$ cat src/rtl/pipeline_merge_packet_scheduler_pkg.sv
// Shared definitions for the packet merge scheduler: FSM state encoding and
// the width helpers for the per-grant beat counter.
package pipeline_merge_packet_scheduler_pkg;

    typedef enum logic {
        IDLE = 1'b0,
        BUSY = 1'b1
    } state_t;

    function automatic int clog2(input int value);
        int r;
        r = 0;
        for (int i = 0; i < 31; i++) begin
            if ((1 << i) < value) begin
                r = i + 1;
            end
        end
        return r;
    endfunction

    // A zero-width counter is not legal, so the unlimited case still gets one bit.
    function automatic int beat_cnt_width(input int max_beats);
        int w;
        w = clog2(max_beats + 1);
        return (w < 1) ? 1 : w;
    endfunction

endpackage

$ cat src/rtl/pipeline_merge_packet_scheduler_arbiter_round_robin_mask.sv
// Combinational round-robin pick: one-hot grant of the first request at or
// after the one-hot pointer, found with a double-width lowest-set-bit search.
module arbiter_round_robin_mask #(
    parameter int N = 4
) (
    input  logic [N-1:0] req,
    input  logic [N-1:0] ptr,
    output logic [N-1:0] gnt
);

    localparam int DN = 2 * N;

    logic [N-1:0]  below_ptr;
    logic [DN-1:0] dbl_req;
    logic [DN-1:0] dbl_gnt;

    always_comb begin
        below_ptr = ptr - N'(1);
        // Lower half sees only requests at/after the pointer; upper half wraps.
        dbl_req   = {req, req & ~below_ptr};
        dbl_gnt   = dbl_req & ~(dbl_req - DN'(1));
        gnt       = dbl_gnt[N-1:0] | dbl_gnt[DN-1:N];
    end

endmodule

$ cat src/rtl/pipeline_merge_packet_scheduler.sv
// Merges INPUT_COUNT ready/valid packet sources onto one output pipeline,
// granting whole packets (or MAX_BEATS chunks) round-robin through a skid buffer.
module pipeline_merge_packet_scheduler
    import pipeline_merge_packet_scheduler_pkg::*;
#(
    parameter int WORD_WIDTH  = 8,
    parameter int INPUT_COUNT = 4,
    parameter int MAX_BEATS   = 16
) (
    input  logic                              clock,
    input  logic                              clear,
    input  logic [INPUT_COUNT-1:0]            input_valid,
    output logic [INPUT_COUNT-1:0]            input_ready,
    input  logic [INPUT_COUNT-1:0]            input_last,
    input  logic [WORD_WIDTH*INPUT_COUNT-1:0] input_data,
    output logic                              output_valid,
    input  logic                              output_ready,
    output logic                              output_last,
    output logic [WORD_WIDTH-1:0]             output_data,
    output logic [INPUT_COUNT-1:0]            grant
);

    // state | meaning
    // IDLE  | no owner; arbitrate among valid inputs this cycle
    // BUSY  | grant held; accept beats from owner until last or beat limit

    localparam int N  = INPUT_COUNT;
    localparam int CW = beat_cnt_width(MAX_BEATS);
    localparam logic [CW-1:0] LIMIT    = CW'(MAX_BEATS);
    localparam logic [CW-1:0] LIMIT_M1 = CW'(MAX_BEATS - 1);
    localparam logic [CW-1:0] CNT_MAX  = (MAX_BEATS != 0) ? LIMIT : {CW{1'b1}};

    state_t              state, state_next;
    logic [N-1:0]        grant_next, ptr, ptr_next, arb_gnt;
    logic [CW-1:0]       cnt, cnt_next;
    logic                buf_nf;
    logic                accept, pop, cnt_hit, beat_last;
    logic [WORD_WIDTH-1:0] sel_data;
    logic                sel_last;
    logic                skid_valid;
    logic [WORD_WIDTH:0] skid_beat;
    logic [1:0]          occ_next;

    arbiter_round_robin_mask #(.N(N)) u_arb (
        .req (input_valid),
        .ptr (ptr),
        .gnt (arb_gnt)
    );

    always_comb begin
        sel_data = '0;
        sel_last = 1'b0;
        for (int j = 0; j < N; j++) begin
            sel_data = sel_data | (input_data[WORD_WIDTH*j +: WORD_WIDTH] & {WORD_WIDTH{grant[j]}});
            sel_last = sel_last | (input_last[j] & grant[j]);
        end
        cnt_hit   = (MAX_BEATS != 0) && (cnt == LIMIT_M1);
        beat_last = sel_last | cnt_hit;
    end

    always_ff @(posedge clock or posedge clear) begin
        if (clear) begin
            state <= IDLE;
            grant <= '0;
            ptr   <= {{(N-1){1'b0}}, 1'b1};
            cnt   <= '0;
        end else begin
            state <= state_next;
            grant <= grant_next;
            ptr   <= ptr_next;
            cnt   <= cnt_next;
        end
    end

    always_comb begin
        state_next = state;
        grant_next = grant;
        ptr_next   = ptr;
        cnt_next   = cnt;
        case (state)
            IDLE: begin
                if (|input_valid) begin
                    state_next = BUSY;
                    grant_next = arb_gnt;
                    cnt_next   = '0;
                end
            end
            BUSY: begin
                if (accept) begin
                    if (cnt != CNT_MAX) begin
                        cnt_next = cnt + CW'(1);
                    end
                    if (beat_last) begin
                        state_next = IDLE;
                        grant_next = '0;
                        ptr_next   = {grant[N-2:0], grant[N-1]};
                    end
                end
            end
            default: state_next = IDLE;
        endcase
    end

    always_comb begin
        input_ready = (state == BUSY && buf_nf) ? grant : '0;
        accept      = |(input_valid & input_ready);
        pop         = output_valid & output_ready;
        occ_next    = 2'(output_valid) + 2'(skid_valid) + 2'(accept) - 2'(pop);
    end

    // Head register drives the outputs; the skid entry catches the beat that
    // was already accepted when the stall became visible.
    always_ff @(posedge clock or posedge clear) begin
        if (clear) begin
            output_valid <= 1'b0;
            output_last  <= 1'b0;
            output_data  <= '0;
            skid_valid   <= 1'b0;
            skid_beat    <= '0;
            buf_nf       <= 1'b1;
        end else begin
            if (!output_valid || pop) begin
                if (skid_valid) begin
                    output_valid <= 1'b1;
                    {output_last, output_data} <= skid_beat;
                    skid_valid <= accept;
                    if (accept) begin
                        skid_beat <= {beat_last, sel_data};
                    end
                end else begin
                    output_valid <= accept;
                    if (accept) begin
                        {output_last, output_data} <= {beat_last, sel_data};
                    end
                end
            end else if (accept) begin
                skid_valid <= 1'b1;
                skid_beat  <= {beat_last, sel_data};
            end
            buf_nf <= (occ_next < 2'd2);
        end
    end

endmodule

$ cat config.mk
export PLATFORM = sky130hd
export DESIGN_NAME = pipeline_merge_packet_scheduler
export DESIGN_NICKNAME = d
export VERILOG_FILES = /design/src/rtl/pipeline_merge_packet_scheduler_pkg.sv /design/src/rtl/pipeline_merge_packet_scheduler_arbiter_round_robin_mask.sv /design/src/rtl/pipeline_merge_packet_scheduler.sv
export SDC_FILE = /design/constraint.sdc
export NUM_CORES = 1
export LEC_CHECK = 0
export BUFFER_PORTS_ARGS = -buffer_cell sky130_fd_sc_hd__buf_2
export CAP_MARGIN = 0
export CORE_UTILIZATION = 55
export DETAILED_ROUTE_END_ITERATION = 8
export GPL_ROUTABILITY_DRIVEN = 0
export GPL_TIMING_DRIVEN = 0
export PLACE_DENSITY = 0.85
export SYNTH_ARGS = -nofsm -noshare
export SYNTH_HDL_FRONTEND = slang
export SYNTH_HIERARCHICAL = 1
export SYNTH_SLANG_ARGS = --single-unit
$ cat constraint.sdc
create_clock -name clock -period 3.61 [get_ports clock]
set_clock_uncertainty 0.15 [all_clocks]
set_input_delay 0.361 -clock clock [delete_from_list [all_inputs] [get_ports clock]]
set_output_delay 0.361 -clock clock [all_outputs]
set_load 0.03 [all_outputs]
======== Word level (Yosys, flattened, before mapping) ========
Cells that the tools add are included.
storage, ports and cells
  word-level logic and storage cells ...... 82
  input port bits ......................... 43
  register bits after elaboration ......... 35
  output and inout bits ................... 18
operators by class
  order comparisons ....................... 1
  muxes and demuxes ....................... 24
  bitwise gates (word level) .............. 23
  add/subtract/negate cells ............... 6
  reductions and logical operators ........ 11
  equal/unequal tests ..................... 7
operators by type and width
  cell                   count
  $and A8 B8 Y8          5
  $mux W9                3
  $or A8 B8 Y8           3
  $mux W4                4
  $mux W8                2
  $mux W5                3
  $pmux W5 S2            1
  $mux W1                9
  $reduce_and A3 Y1      3
  $and A4 B4 Y4          2
  $not A8 Y8             1
  $pmux W4 S2            1
  $reduce_or A4 Y1       2
  $sub A8 B1 Y8 const B  1
  $ne A2 B1 Y1 const B   3
  $add A5 B1 Y5 const B  1
  $and A1 B1 Y1          5
  $eq A5 B4 Y1 const B   1
  $ne A5 B5 Y1 const B   1
  $ne A2 B2 Y1 const B   2
  $not A4 Y4             1
  $or A1 B1 Y1           4
  $or A4 B4 Y4           1
  $reduce_bool A2 Y1     2
  11 further kinds       11

======== Depth between registers and ports, before layout ========
  depth after elaboration ................. 9
  mapped depth ............................ 9
  depth with buffers taken out ............ 8

======== Hierarchy ========
The synthesis kept the hierarchy.
modules (own cells, without submodules)
  module                           instances  cells each  seq. area each (um^2)  area an instance (um^2)
  pipeline_merge_packet_scheduler  1          176         878.3                  1856.8
  arbiter_round_robin_mask         1          23          0.0                    153.9

======== Worst setup path after synthesis ========
OpenSTA, ideal clock, no wires.
  path type ............................... register to register
  start point ............................. register grant[2]
  end point ............................... register buf_nf
  required time ........................... 3.385 ns
  library setup time ...................... 0.075 ns
  path buffers ............................ 0
  arrival time ............................ 1.886 ns
  setup slack ............................. 1.499 ns
  stages on the path, launching flop included .. 9
  period minus slack after synthesis ...... 2.111 ns
  cell sequence ........................... dfrtp_1 a22o_1 o21a_4 inv_2 ha_1 inv_1 ha_1 a21oi_1 xor2_1
between the ends
  longest elaborated chain between the ends .. 6
RTL lines
  item                    line                                    source
  from (decl)             pipeline_merge_packet_scheduler.sv:20   output logic [INPUT_COUNT-1:0] grant
  from (signal assigned)  pipeline_merge_packet_scheduler.sv:69   grant <= grant_next;
  $mux W4                 pipeline_merge_packet_scheduler.sv:105  input_ready = (state == BUSY && buf_nf) ? grant : '0;
  $and A4 B4 Y4           pipeline_merge_packet_scheduler.sv:106  accept = |(input_valid & input_ready);
  $reduce_or A4 Y1        pipeline_merge_packet_scheduler.sv:106
  $add A2 B1 Y2           pipeline_merge_packet_scheduler.sv:108  occ_next = 2'(output_valid) + 2'(skid_valid) + 2'(accept) - 2'(pop);
  $sub A2 B1 Y2           pipeline_merge_packet_scheduler.sv:108
  $lt A2 B2 Y1            pipeline_merge_packet_scheduler.sv:140  buf_nf <= (occ_next < 2'd2);
  to (signal assigned)    pipeline_merge_packet_scheduler.sv:140
  to (decl)               pipeline_merge_packet_scheduler.sv:36   logic buf_nf;
Every way passes these cells.
A chain may end at the register's enable or synchronous reset.

======== Final worst setup path ========
  start point ............................. register buf_nf
  end point ............................... register buf_nf
between the ends
  longest elaborated chain between the ends .. 7
RTL lines
  item                 line
  $logic_and A1 B1 Y1  pipeline_merge_packet_scheduler.sv:105
  $mux W4              pipeline_merge_packet_scheduler.sv:105
  $and A4 B4 Y4        pipeline_merge_packet_scheduler.sv:106
  $reduce_or A4 Y1     pipeline_merge_packet_scheduler.sv:106
  $add A2 B1 Y2        pipeline_merge_packet_scheduler.sv:108
  $sub A2 B1 Y2        pipeline_merge_packet_scheduler.sv:108
  $lt A2 B2 Y1         pipeline_merge_packet_scheduler.sv:140
Every way passes these cells.

==> metrics <==
Hold Vio Cnt, Final=33; worst-path maximum fanout=5; final net count=roughly 320; cell family with most CP delay=flip-flops; yosys warns=6; slowest CP cell=dfstp_2; all-layer global routing usage=between 20 and 30%; CP startpoint kind=flip-flop; Die W=about 62 µm; status=finished, violations left; dpl hpwl=roughly 3500 µm; CTS tree=done; CP Buf/Inv Count=2; multi-input logic area=1030 µm²; Final WS setup=roughly 1400 ps; headroom to the max-slew limit=between 50 and 60%; synth unique cells=46; Setup violations, final=0; Layout area overhead=22.8%; proportion of layout cells with a drive suffix above 1=between 30% and 40%; pre-CTS setup slack=1420 ps; Post-Synthesis Cells=199; Starting Density=between 50% and 60%; failing checks=negative hold slack; ys async rst share=100%; CP required=3740 ps; CTS Root Cell=clkbuf_4; Crit Path Class=reg -> reg; total power=just over 2 mW; Clock Latency Late Sink=about 340 ps; worst path arrival time=around 2300 ps; cell with the most instances on the worst path=ha_1; syn_nets=approximately 250; final slew viol count=0; vias per inst=roughly 5.8; VDD IR max=455 µV; vias in the first global route=1724; n_diodes=0; Post-DRT Antenna Nets=0; core area=roughly 3400 µm²; number of flops mapped to enable cells by yosys=0; Setup Buffers After CTS=0; Clock transition at path regs=120 ps; GRT overflow=0; WL/cell=14.9 µm; DRT Wirelength=between 4000 and 5000 µm; mux share of post-synthesis cell area=8.96%; Mapped Avg Cell Area=between 10 and 15 µm²; DR iter-0 viols=between 60 and 70; H-tree levels=2; P_leak=between 1 and 1.5 nW; first-pass GRT wire length=approximately 8000 µm; Least-Margin Pin Slew=between 700 and 800 ps; maxcap violations=0; die height=62.5 µm; Hold Path Class=in -> async; Post-Synth Simple-Gate Area=~15%; Num CTS Buffers=5; via count=between 1500 and 2000; Synth Area in XOR/XNOR=between 1 and 1.5%; initial antenna violation count=0; Register Area=878 µm²; Adder-Cell Fraction of Synth Area=4.23%; # port buffers=60; critical-path cell list=and2_1, o21a_4, inv_2, ha_1, inv_1, ha_1, a21oi_1, xor2_1; CTS resizes=0; Crit. End Element=flip-flop; die area=about 3900 µm²; Crit path largest cell delay=approximately 600 ps; Post-CTS Hold Fix Bufs=0; largest family of logic cells by synthesized area=compound AO/OA/AOI/OAI gates; Fmax achieved=about 0.46 GHz; std cell rows=21; Clock Sinks=35; mapped cell area=between 2000 and 2500 µm²; io pins=61; Post-route DRC=0; largest net degree at the start of global routing=36; setup_tns=0 ps; Compound-Gate Fraction of Synth Area=roughly 22%; Synth Flop Type=dfrtp_1; Longest Clk Path Bufs=2; DR pass1 iterations=4; RSZ-0062 raised after global routing=no; Seq/Total Area, Yosys=43.7%; Power Dens Cells=between 800 and 900 nW/µm²; share of the cycle needed by the critical path after routing=between 60 and 70%; number of fill cells in the layout=around 250; #FFs+latches synth=35; Fin Hold WS=-32.9 ps; minimum clock period=around 2200 ps
power by group:
group          switching [mW]  total (mW)  internal [mW]
Clock                   0.137       0.353          0.216
Combinational           0.584        1.05          0.463
Sequential              0.121       0.677          0.556
cell families after synthesis:
kind of cell	Yosys count
XOR/XNOR	3
AND/OR/NAND/NOR	58
adder cells (fa/ha/maj)	7
AO/OA/AOI/OAI	61
flip-flops	35
buffers and inverters	22
multiplexers	13
synth_stat cells, types with 2 or more instances:
library cell	count	area, µm²
mux2_4	9	135
a22o_1	10	87.6
dfstp_2	2	52.6
nand3_1	5	25.0
and2_1	4	25.0
a21oi_1	4	20.0
xor2_1	2	17.5
and3_1	5	31.3
mux2_2	4	45.0
buf_2	3	15.0
dfrtp_1	33	826
a221oi_1	8	70.1
inv_1	11	41.3
o31ai_1	2	15.0
ha_1	6	75.1
o21ai_0	25	125
clkbuf_1	5	18.8
nand2_1	33	124
area by class of cell:
cell class	instances	share of cell area (%)
Buffer	10	2.13
Clock buffer	6	1.67
Clock inverter	2	2.43
Inverter	12	1.82
Multi-Input combinational cell	142	41.9
Sequential cell	35	35.6
Tap cell	46	2.33
Timing Repair Buffer	60	12.2
cell usage in the layout (no fill, tap or decap), types with 2 or more instances in the layout:
cell type  instances
buf_2             63
nand2_1           33
dfrtp_1           33
o21ai_0           25
a22o_1            10
inv_1             10
mux2_4             9
a221oi_1           8
clkbuf_1           6
ha_1               6
nand3_1            5
and3_1             5
clkbuf_4           5
a21oi_1            4
and2_1             4
mux2_2             4
inv_2              2
xor2_1             2
dfstp_2            2
bufinv_16          2
o31ai_1            2
worst paths after layout:
path                                startpoint            to  slack [ps]  cells after the start
worst max-delay path                    buf_nf        buf_nf        1440                      8
worst max register to register          buf_nf        buf_nf        1440                      8
worst min register to register    skid_beat[7]  skid_beat[7]         350                      2
max in group asynchronous                clear        cnt[0]        2870                      2
worst min-delay path                     clear   output_last         -30                      2
min in group clock              input_data[31]  skid_beat[7]         190                      3
metrics by stage:
step	std cells	area [µm²]	utilization (%)
after detailed placement	305	2370	69.3
final	313	2470	72.3
after CTS	313	2470	72.3
after floorplan	199	2010	-
after global placement	305	2370	69.3
after global routing	313	2470	72.3
registers in the layout, summed over array words and instances, names as in the netlist, 4 cells and up:
signal	flops
cnt	5
grant	4
output_data	8
ptr	4
skid_beat	9
metal layers:
| layer | global-route usage, % | up-vias | routed length [µm] |
|---|---|---|---|
| li1 | - | 858 | - |
| met1 | 33.1 | 874 | 2110 |
| met2 | 42.0 | 70 | 2220 |
| met3 | 4.01 | 11 | 251 |
| met4 | 10.2 | 0 | 87 |
| met5 | 0 | - | 0 |
Note: power is estimated with default switching activity, not from simulation.
